<file path="src/rtl/muldiv_pkg.sv">
// Shared definitions for the RV32M multiply/divide unit: op encoding, FSM states, width.
package muldiv_pkg;

    localparam int XLEN = 32;

    typedef enum logic [2:0] {
        OP_MUL    = 3'b000,
        OP_MULH   = 3'b001,
        OP_MULHSU = 3'b010,
        OP_MULHU  = 3'b011,
        OP_DIV    = 3'b100,
        OP_DIVU   = 3'b101,
        OP_REM    = 3'b110,
        OP_REMU   = 3'b111
    } op_e;

    typedef enum logic [1:0] {
        S_IDLE = 2'd0,
        S_CALC = 2'd1,
        S_DONE = 2'd2
    } state_e;

endpackage

</file>
<file path="src/rtl/muldiv_unit.sv">
// Iterative RV32M multiply/divide unit, one shift-add/subtract step per cycle.
// Divide datapath is present only when MULDIV_DIV_EN is defined.
module muldiv_unit #(
    parameter int XLEN = muldiv_pkg::XLEN
) (
    input  logic            clk,
    input  logic            rst_n,
    input  logic            in_valid,
    output logic            in_ready,
    input  logic [2:0]      funct3,
    input  logic [XLEN-1:0] rs1_data,
    input  logic [XLEN-1:0] rs2_data,
    input  logic [4:0]      rd_addr_in,
    input  logic            kill,
    output logic            reg_write_en,
    output logic [4:0]      rd_addr,
    output logic [XLEN-1:0] rd_data,
    output logic            busy,
    output logic            err
);
    import muldiv_pkg::*;

    state_e            state_q, state_d;
    logic [2:0]        op_q;
    logic [4:0]        rd_q, cnt_q, rd_addr_q;
    logic [XLEN-1:0]   hi_q, lo_q, opnd_q, rd_data_q;
    logic              neg_q, bypass_q;

    logic              accept, a_neg, b_neg, res_neg, special;
    logic [XLEN-1:0]   a_mag, b_mag, spec_res, hi_d, lo_d, result;
    logic [XLEN:0]     add_a, add_b;
    logic              add_c;
    logic [XLEN+1:0]   sum;
    logic [2*XLEN-1:0] prod, prod_s;

    assign accept = in_valid && in_ready;

    // Operand decode: magnitudes, result sign and the short-circuit cases.
    always_comb begin
        a_neg    = 1'b0;
        b_neg    = 1'b0;
        res_neg  = 1'b0;
        special  = 1'b0;
        spec_res = '0;
        case (op_e'(funct3))
            OP_MULH, OP_DIV, OP_REM: begin
                a_neg = rs1_data[XLEN-1];
                b_neg = rs2_data[XLEN-1];
            end
            OP_MULHSU: a_neg = rs1_data[XLEN-1];
            default: ;
        endcase
        case (op_e'(funct3))
            OP_MULH, OP_MULHSU, OP_DIV: res_neg = a_neg ^ b_neg;
            OP_REM:                     res_neg = a_neg;
            default:                    res_neg = 1'b0;
        endcase
`ifdef MULDIV_DIV_EN
        if (funct3[2]) begin
            if (rs2_data == '0) begin
                special  = 1'b1;
                spec_res = funct3[1] ? rs1_data : '1;
            end else if (!funct3[0] && rs1_data == {1'b1, {(XLEN-1){1'b0}}} && rs2_data == '1) begin
                special  = 1'b1;
                spec_res = funct3[1] ? '0 : rs1_data;
            end
        end
`else
        if (funct3[2]) begin
            special  = 1'b1;
            spec_res = '0;
        end
`endif
    end

    assign a_mag = a_neg ? -rs1_data : rs1_data;
    assign b_mag = b_neg ? -rs2_data : rs2_data;

    // One adder serves both: hi+multiplicand for multiply, {rem,next bit}-divisor for divide.
    always_comb begin
        add_a = {1'b0, hi_q};
        add_b = {1'b0, opnd_q};
        add_c = 1'b0;
`ifdef MULDIV_DIV_EN
        if (op_q[2]) begin
            add_a = {hi_q, lo_q[XLEN-1]};
            add_b = ~{1'b0, opnd_q};
            add_c = 1'b1;
        end
`endif
        sum = {1'b0, add_a} + {1'b0, add_b} + {{(XLEN+1){1'b0}}, add_c};
        if (lo_q[0]) begin
            hi_d = sum[XLEN:1];
            lo_d = {sum[0], lo_q[XLEN-1:1]};
        end else begin
            hi_d = {1'b0, hi_q[XLEN-1:1]};
            lo_d = {hi_q[0], lo_q[XLEN-1:1]};
        end
`ifdef MULDIV_DIV_EN
        if (op_q[2]) begin
            hi_d = sum[XLEN+1] ? sum[XLEN-1:0] : {hi_q[XLEN-2:0], lo_q[XLEN-1]};
            lo_d = {lo_q[XLEN-2:0], sum[XLEN+1]};
        end
`endif
    end

`ifndef MULDIV_DIV_EN
    logic unused_sum_msb;
    assign unused_sum_msb = sum[XLEN+1];
`endif

    assign prod   = {hi_q, lo_q};
    assign prod_s = neg_q ? -prod : prod;

    always_comb begin
        if (bypass_q)
            result = lo_q;
`ifdef MULDIV_DIV_EN
        else if (op_q[2])
            result = op_q[1] ? (neg_q ? -hi_q : hi_q) : (neg_q ? -lo_q : lo_q);
`endif
        else if (op_q[1:0] == 2'b00)
            result = prod_s[XLEN-1:0];
        else
            result = prod_s[2*XLEN-1:XLEN];
    end

    always_ff @(posedge clk or negedge rst_n) begin
        if (!rst_n) begin
            state_q   <= S_IDLE;
            op_q      <= '0;
            rd_q      <= '0;
            cnt_q     <= '0;
            hi_q      <= '0;
            lo_q      <= '0;
            opnd_q    <= '0;
            neg_q     <= 1'b0;
            bypass_q  <= 1'b0;
            rd_data_q <= '0;
            rd_addr_q <= '0;
        end else begin
            state_q <= state_d;
            if (accept) begin
                op_q     <= funct3;
                rd_q     <= rd_addr_in;
                cnt_q    <= '0;
                hi_q     <= '0;
                neg_q    <= res_neg;
                bypass_q <= special;
                if (special) begin
                    lo_q   <= spec_res;
                    opnd_q <= b_mag;
                end else if (funct3[2]) begin
                    lo_q   <= a_mag;
                    opnd_q <= b_mag;
                end else begin
                    lo_q   <= b_mag;
                    opnd_q <= a_mag;
                end
            end else if (state_q == S_CALC) begin
                hi_q  <= hi_d;
                lo_q  <= lo_d;
                cnt_q <= cnt_q + 5'd1;
            end
            if (state_q == S_DONE) begin
                rd_data_q <= result;
                rd_addr_q <= rd_q;
            end
        end
    end

    always_comb begin
        state_d = state_q;
        if (kill)
            state_d = S_IDLE;
        else begin
            case (state_q)
                S_IDLE:  if (in_valid) state_d = special ? S_DONE : S_CALC;
                S_CALC:  if (cnt_q == 5'd31) state_d = S_DONE;
                S_DONE:  state_d = S_IDLE;
                default: state_d = S_IDLE;
            endcase
        end
    end

    always_comb begin
        in_ready     = (state_q == S_IDLE) && !kill;
        busy         = (state_q != S_IDLE);
        reg_write_en = (state_q == S_DONE) && (rd_q != 5'd0) && !kill;
        rd_data      = (state_q == S_DONE) ? result : rd_data_q;
        rd_addr      = (state_q == S_DONE) ? rd_q : rd_addr_q;
`ifdef MULDIV_DIV_EN
        err          = 1'b0;
`else
        err          = (state_q == S_DONE) && bypass_q && op_q[2];
`endif
    end

endmodule

</file>
<file path="config.mk">
export PLATFORM = sky130hd
export DESIGN_NAME = muldiv_unit
export DESIGN_NICKNAME = d
export VERILOG_FILES = /design/src/rtl/muldiv_pkg.sv /design/src/rtl/muldiv_unit.sv
export SDC_FILE = /design/constraint.sdc
export NUM_CORES = 1
export LEC_CHECK = 0
export ABC_CLOCK_PERIOD_IN_PS = 11900
export CAP_MARGIN = 25
export CORE_UTILIZATION = 64
export CTS_BUF_LIST = sky130_fd_sc_hd__clkbuf_4
export DETAILED_ROUTE_END_ITERATION = 8
export GPL_ROUTABILITY_DRIVEN = 0
export PLACE_DENSITY = 0.87
export SLEW_MARGIN = 15
export SYNTH_ARGS = -nofsm -noshare
export SYNTH_HDL_FRONTEND = slang
export SYNTH_SLANG_ARGS = --single-unit
</file>
<file path="constraint.sdc">
create_clock -name clk -period 11.9 [get_ports clk]
set_input_delay 2.38 -clock clk [delete_from_list [all_inputs] [get_ports clk]]
set_output_delay 2.38 -clock clk [all_outputs]
set_load 0.01 [all_outputs]
</file>
# After elaboration in Yosys (flattened, before gate mapping)
# Cells that the tools add are included.
# totals
wordCells	70
reg_bits	150
output_inout_bits	41
input_bits	76
# op_classes
eq_ne	9
reduce_logical	16
muxes	28
n_bitwise	1
addsub	5
# op_table
operator	n
2-to-1 mux 32 bit	15
2-to-1 mux 64 bit	1
negator 32 bit	2
negator 64 bit	1
adder 32 x 32 -> 33 bit	1
2-to-1 mux 5 bit	3
2-to-1 mux 2 bit	4
== test 3 bit (second input constant)	2
logical AND 1 bit	6
OR reduction 3 bit	2
adder 5 x 1 -> 5 bit (second input constant)	1
== test 5 bit (second input constant)	1
nonzero test 5 bit	1
zero test 2 bit	2
one-hot mux 2 bit (2 select lines)	1
nonzero test 2 bit	2
OR reduction 4 bit	1
== test 3 x 1 -> 1 bit (second input constant)	1
== test 3 x 2 -> 1 bit (second input constant)	1
2-to-1 mux 1 bit	3
!= test 3 x 2 -> 1 bit (second input constant)	1
!= test 3 bit (second input constant)	1
== test 2 x 1 -> 1 bit (second input constant)	1
== test 2 bit (second input constant)	1
4 further kinds	4

# Longest topological paths before layout
# logic_depth
depth_word	7
mapped_depth	13
mapped_depth_nobuf	10

# Worst setup path after synthesis
# Ideal clock, no wire load.
# synth_path
path_type	register -> output
startpoint	register lo_q[0]
endpoint	output port rd_data[26]
setup_slack_ns	6.053
n_path_buf	2
t_required_ns	9.520
arrival_ns	3.467
path_stages_with_launch	12
path_cell_list	dfrtp_1 > clkbuf_1 > inv_1 > clkbuf_1 > ha_1 > nand2b_1 > or3_1 > or4_1 > or4b_1 > nor2_1 > a31oi_1 > o41ai_1
# synth_between
elab_chain_cells	5
# synth_lines
item	line_no	text
from (decl)	muldiv_unit.sv:26	logic [XLEN-1:0] hi_q, lo_q, opnd_q, rd_data_q;
from (signal assigned)	muldiv_unit.sv:151	lo_q <= spec_res;
from (signal assigned)	muldiv_unit.sv:154	lo_q <= a_mag;
from (signal assigned)	muldiv_unit.sv:157	lo_q <= b_mag;
negator 64 bit	muldiv_unit.sv:113	assign prod_s = neg_q ? -prod : prod;
2-to-1 mux 64 bit	muldiv_unit.sv:113	
2-to-1 mux 32 bit	muldiv_unit.sv:122	else if (op_q[1:0] == 2'b00)
2-to-1 mux 32 bit	muldiv_unit.sv:116	if (bypass_q)
2-to-1 mux 32 bit	-	
to (decl)	muldiv_unit.sv:17	output logic [XLEN-1:0] rd_data,
# No other way between the ends.

# Worst setup path after layout
# Ends and elaborated chain as after synthesis.

==> metrics <==
Initial Utilization=65.5%; vias in the first global route=roughly 11000; GRT Overall Usage=41.0%; PD cells=188 nW/um^2; met3 wire len=4450 um; FILL cells=1327; CP Cell Sequence=inv_1, ha_1, nand2b_1, or3_1, or4_1, or4b_1, nor2_1, a31oi_1, o41ai_1, clkdlybuf4s50_1; die height=135 um; area share of the leading cell type in the synthesized netlist=32.9%; Setup TNS Final=0 ns; Final Hold Viols=0; Hold-fix buffers, CTS=0; Tot Pwr=2.41 mW; Max Used Layer=met4; clock skew=approximately 0.035 ns; Worst Path Arrival=5.19 ns; CORE AREA=17300 sq um; ys async rst share=100%; max cap viols=0; dominant cell type by area after synthesis=dfrtp_1; Slew Limit Fails=0; synth top area cells=dfrtp_1 33%, nand2_1 5.9%, o21ai_0 5.4%; number of buffers created by CTS=17; Rel. slew slack=28.8%; DP Area=~13000 sq um; worst skew pair latency=about 0.61 ns; Post-CTS Setup Repair Bufs=0; simple-gate share of the synthesized area=roughly a fifth; Switching Share=between 40% and 50%; Seq pwr share=between 30% and 40%; NumNets Final=around 1600; Post-Synthesis Cells=1410; Pre-antenna DRT Iters=8; layout cell share with drive strength beyond 1=5.89%; fin crit period=approximately 7.6 ns; P_leak=5.30 nW; setup ws final=roughly 4.3 ns; vias per std cell=6.86; Top delay family on crit path=simple AND/OR/NAND/NOR gates; yosys warns=0; area fraction in compound gates after synthesis=26.3%; row count=48; initial antenna violation count=0; Mean Syn Cell Area=between 8 and 9 sq um; post-synthesis cell area=11300 sq um; worst-margin pin slew=1.04 ns; Routed wire per std cell=21.4 um; Die W=135 um; Main synth FF type=dfrtp_1; dpl cells=1671; final wirelength=between 30000 and 40000 um; RSZ-0062 raised after global routing=false; post-CTS sizing=0; area grow syn2layout=13.1%; Clock Path Buffers=2; post-synthesis sequential area ratio=between 30 and 40%; Post-Syn Nets=about 1500; Setup Viol. Count Final=0; Yosys cell types=66; peak supply drop=0.125 mV; Req. time, crit path=about 9.5 ns; Routed met1 length=14300 um; clk slew on worst S/H paths=0.16 ns; pre-CTS WS=5.11 ns; clock network fraction of total power=13.3%; die area=18200 sq um; Ports=117; fmax=0.132 GHz; Overflow after GRT=0; global-route wire length before repair=56900 um; Seq cells post-synth=between 100 and 150; met2 routed WL=15200 um; Max stage delay on crit path=0.70 ns; most frequent cells in the layout=177 x nand2_1, 148 x dfrtp_1, 123 x o21ai_0; main combinational cell family by area after synthesis=compound AO/OA/AOI/OAI gates; commonest non-fill, non-tap cell in the layout=nand2_1; period utilization=about 64%; mux contribution to synthesized area=2.79%; via count=~12000; TritonCTS clock tree=yes; P_sw=around 1.1 mW; CP bufs+invs=2; Hold/Removal Path Class=reg2reg; hpwl dp=27000 um; status=finished clean; Crit Path Class=reg2out; post-synthesis xor/xnor area fraction=a little under a tenth; Finished Layout Cells=1703; Starting DRT DRC Count=1824; Post-synth EDFFs=0; # DRC=0; port buffer count=about 120; pin count of the biggest net entering global routing=79; final instance area=about 13000 sq um; Crit. End Element=primary output; clock sinks=149; Comb power frac=49.8%; ant diodes=0; crit-path max FO=20; Adder-Cell Fraction of Synth Area=under 10%; startpoint types=register; H-tree depth=4; Pint=1.26 mW; slowest stage cell, crit path=dfrtp_1; CTS root buf=clkbuf_4; Final ANT Viol Nets=0
==> synthesized netlist by cell type, types with 4 or more instances <==
| master | count |
|---|---|
| a22oi_1 | 31 |
| nand3b_1 | 9 |
| nor2_1 | 112 |
| mux2_2 | 4 |
| a21oi_1 | 118 |
| or4_1 | 13 |
| or3_1 | 29 |
| o21bai_1 | 6 |
| ha_1 | 37 |
| nor2b_1 | 8 |
| nor3_1 | 41 |
| and3_1 | 10 |
| a221oi_1 | 8 |
| a21o_1 | 18 |
| o21a_1 | 9 |
| a31oi_1 | 22 |
| o41ai_1 | 17 |
| xnor2_1 | 51 |
| nand2_1 | 178 |
| o21ai_0 | 123 |
| o31ai_1 | 30 |
| or2_2 | 15 |
| inv_1 | 20 |
| dfrtp_1 | 149 |
| o221ai_1 | 16 |
| nand2b_1 | 18 |
| o211ai_1 | 7 |
| o22ai_1 | 22 |
| and2_1 | 5 |
| nor4_1 | 9 |
| nand4_1 | 9 |
| mux2i_1 | 27 |
| buf_1 | 13 |
| nand3_1 | 19 |
| xor2_1 | 66 |
| a211oi_1 | 8 |
| o311ai_0 | 6 |
| clkbuf_1 | 81 |
==> flip-flops by register name, summed over array words and instances, names as in the netlist <==
name / cells
rd_q: 5
state_q: 2
rd_addr_q: 5
neg_q: 1
rd_data_q: 32
hi_q: 32
opnd_q: 32
op_q: 3
cnt_q: 5
lo_q: 32
==> worst paths after layout <==
| check | startpoint | to | slack, ns | cells after the start |
|---|---|---|---|---|
| worst max-delay path | lo_q[0] | rd_data[26] | 4.33 | 10 |
| worst min-delay path | rd_addr_q[0] | rd_addr_q[0] | 0.49 | 2 |
| worst max register to register | lo_q[0] | rd_data_q[26] | 7.77 | 9 |
| worst min register to register | rd_addr_q[0] | rd_addr_q[0] | 0.49 | 2 |
| max in group asynchronous | rst_n | neg_q | 8.64 | 2 |
| min in group asynchronous | rst_n | rd_data_q[3] | 1.80 | 1 |
==> worst min-delay path, cell delays in order, from the launching register on <==
cell	delay, ns
dfrtp_1	0.35
nand2_1	0.04
nand2_1	0.07
==> layout make-up <==
class / instances / area, sq um / share of cell area, %
tap: 225 / 282 / 2.20
clock buffer: 17 / 128 / 0.997
clock inverter: 15 / 154 / 1.20
sequential: 149 / 3730 / 29.1
timing repair buffer: 133 / 1290 / 10.1
inverter: 20 / 75.1 / 0.586
multi-input combinational: 1144 / 7150 / 55.8
==> per-stage QoR <==
| stage | hold WS [ns] | utilization, % |
|---|---|---|
| 2_1_floorplan | 0.443 | - |
| 3_3_place_gp | 0.456 | 72.4 |
| 3_5_place_dp | 0.457 | 72.4 |
| 4_1_cts | 0.493 | 74.0 |
| 5_1_grt | 0.507 | 74.0 |
| 6_report | 0.488 | 74.0 |
==> per-layer routing <==
layer	vias up	track usage [%]
li1	5294	-
met1	5331	54.9
met2	873	58.6
met3	180	10.7
met4	0	26.2
met5	-	0
==> cell families (layout without fill, tap and decap cells) <==
| family | count (synthesis) | count (layout) |
|---|---|---|
| buf+inv | 117 | 185 |
| flops | 149 | 149 |
| fa+ha+maj | 38 | 38 |
| mux | 31 | 31 |
| compound gates | 468 | 468 |
| simple gates | 490 | 490 |
| xor+xnor | 117 | 117 |
==> power by group through the flow <==
stage,combinational [mW],sequential [mW],clock (mW)
floorplan,0.840,0.759,0
global placement,1.13,0.871,0
detailed placement,1.16,0.877,0
CTS,1.17,0.868,0.322
global route,1.31,0.897,0.345
finish,1.20,0.889,0.320
Power figures use the tool's default switching activity.
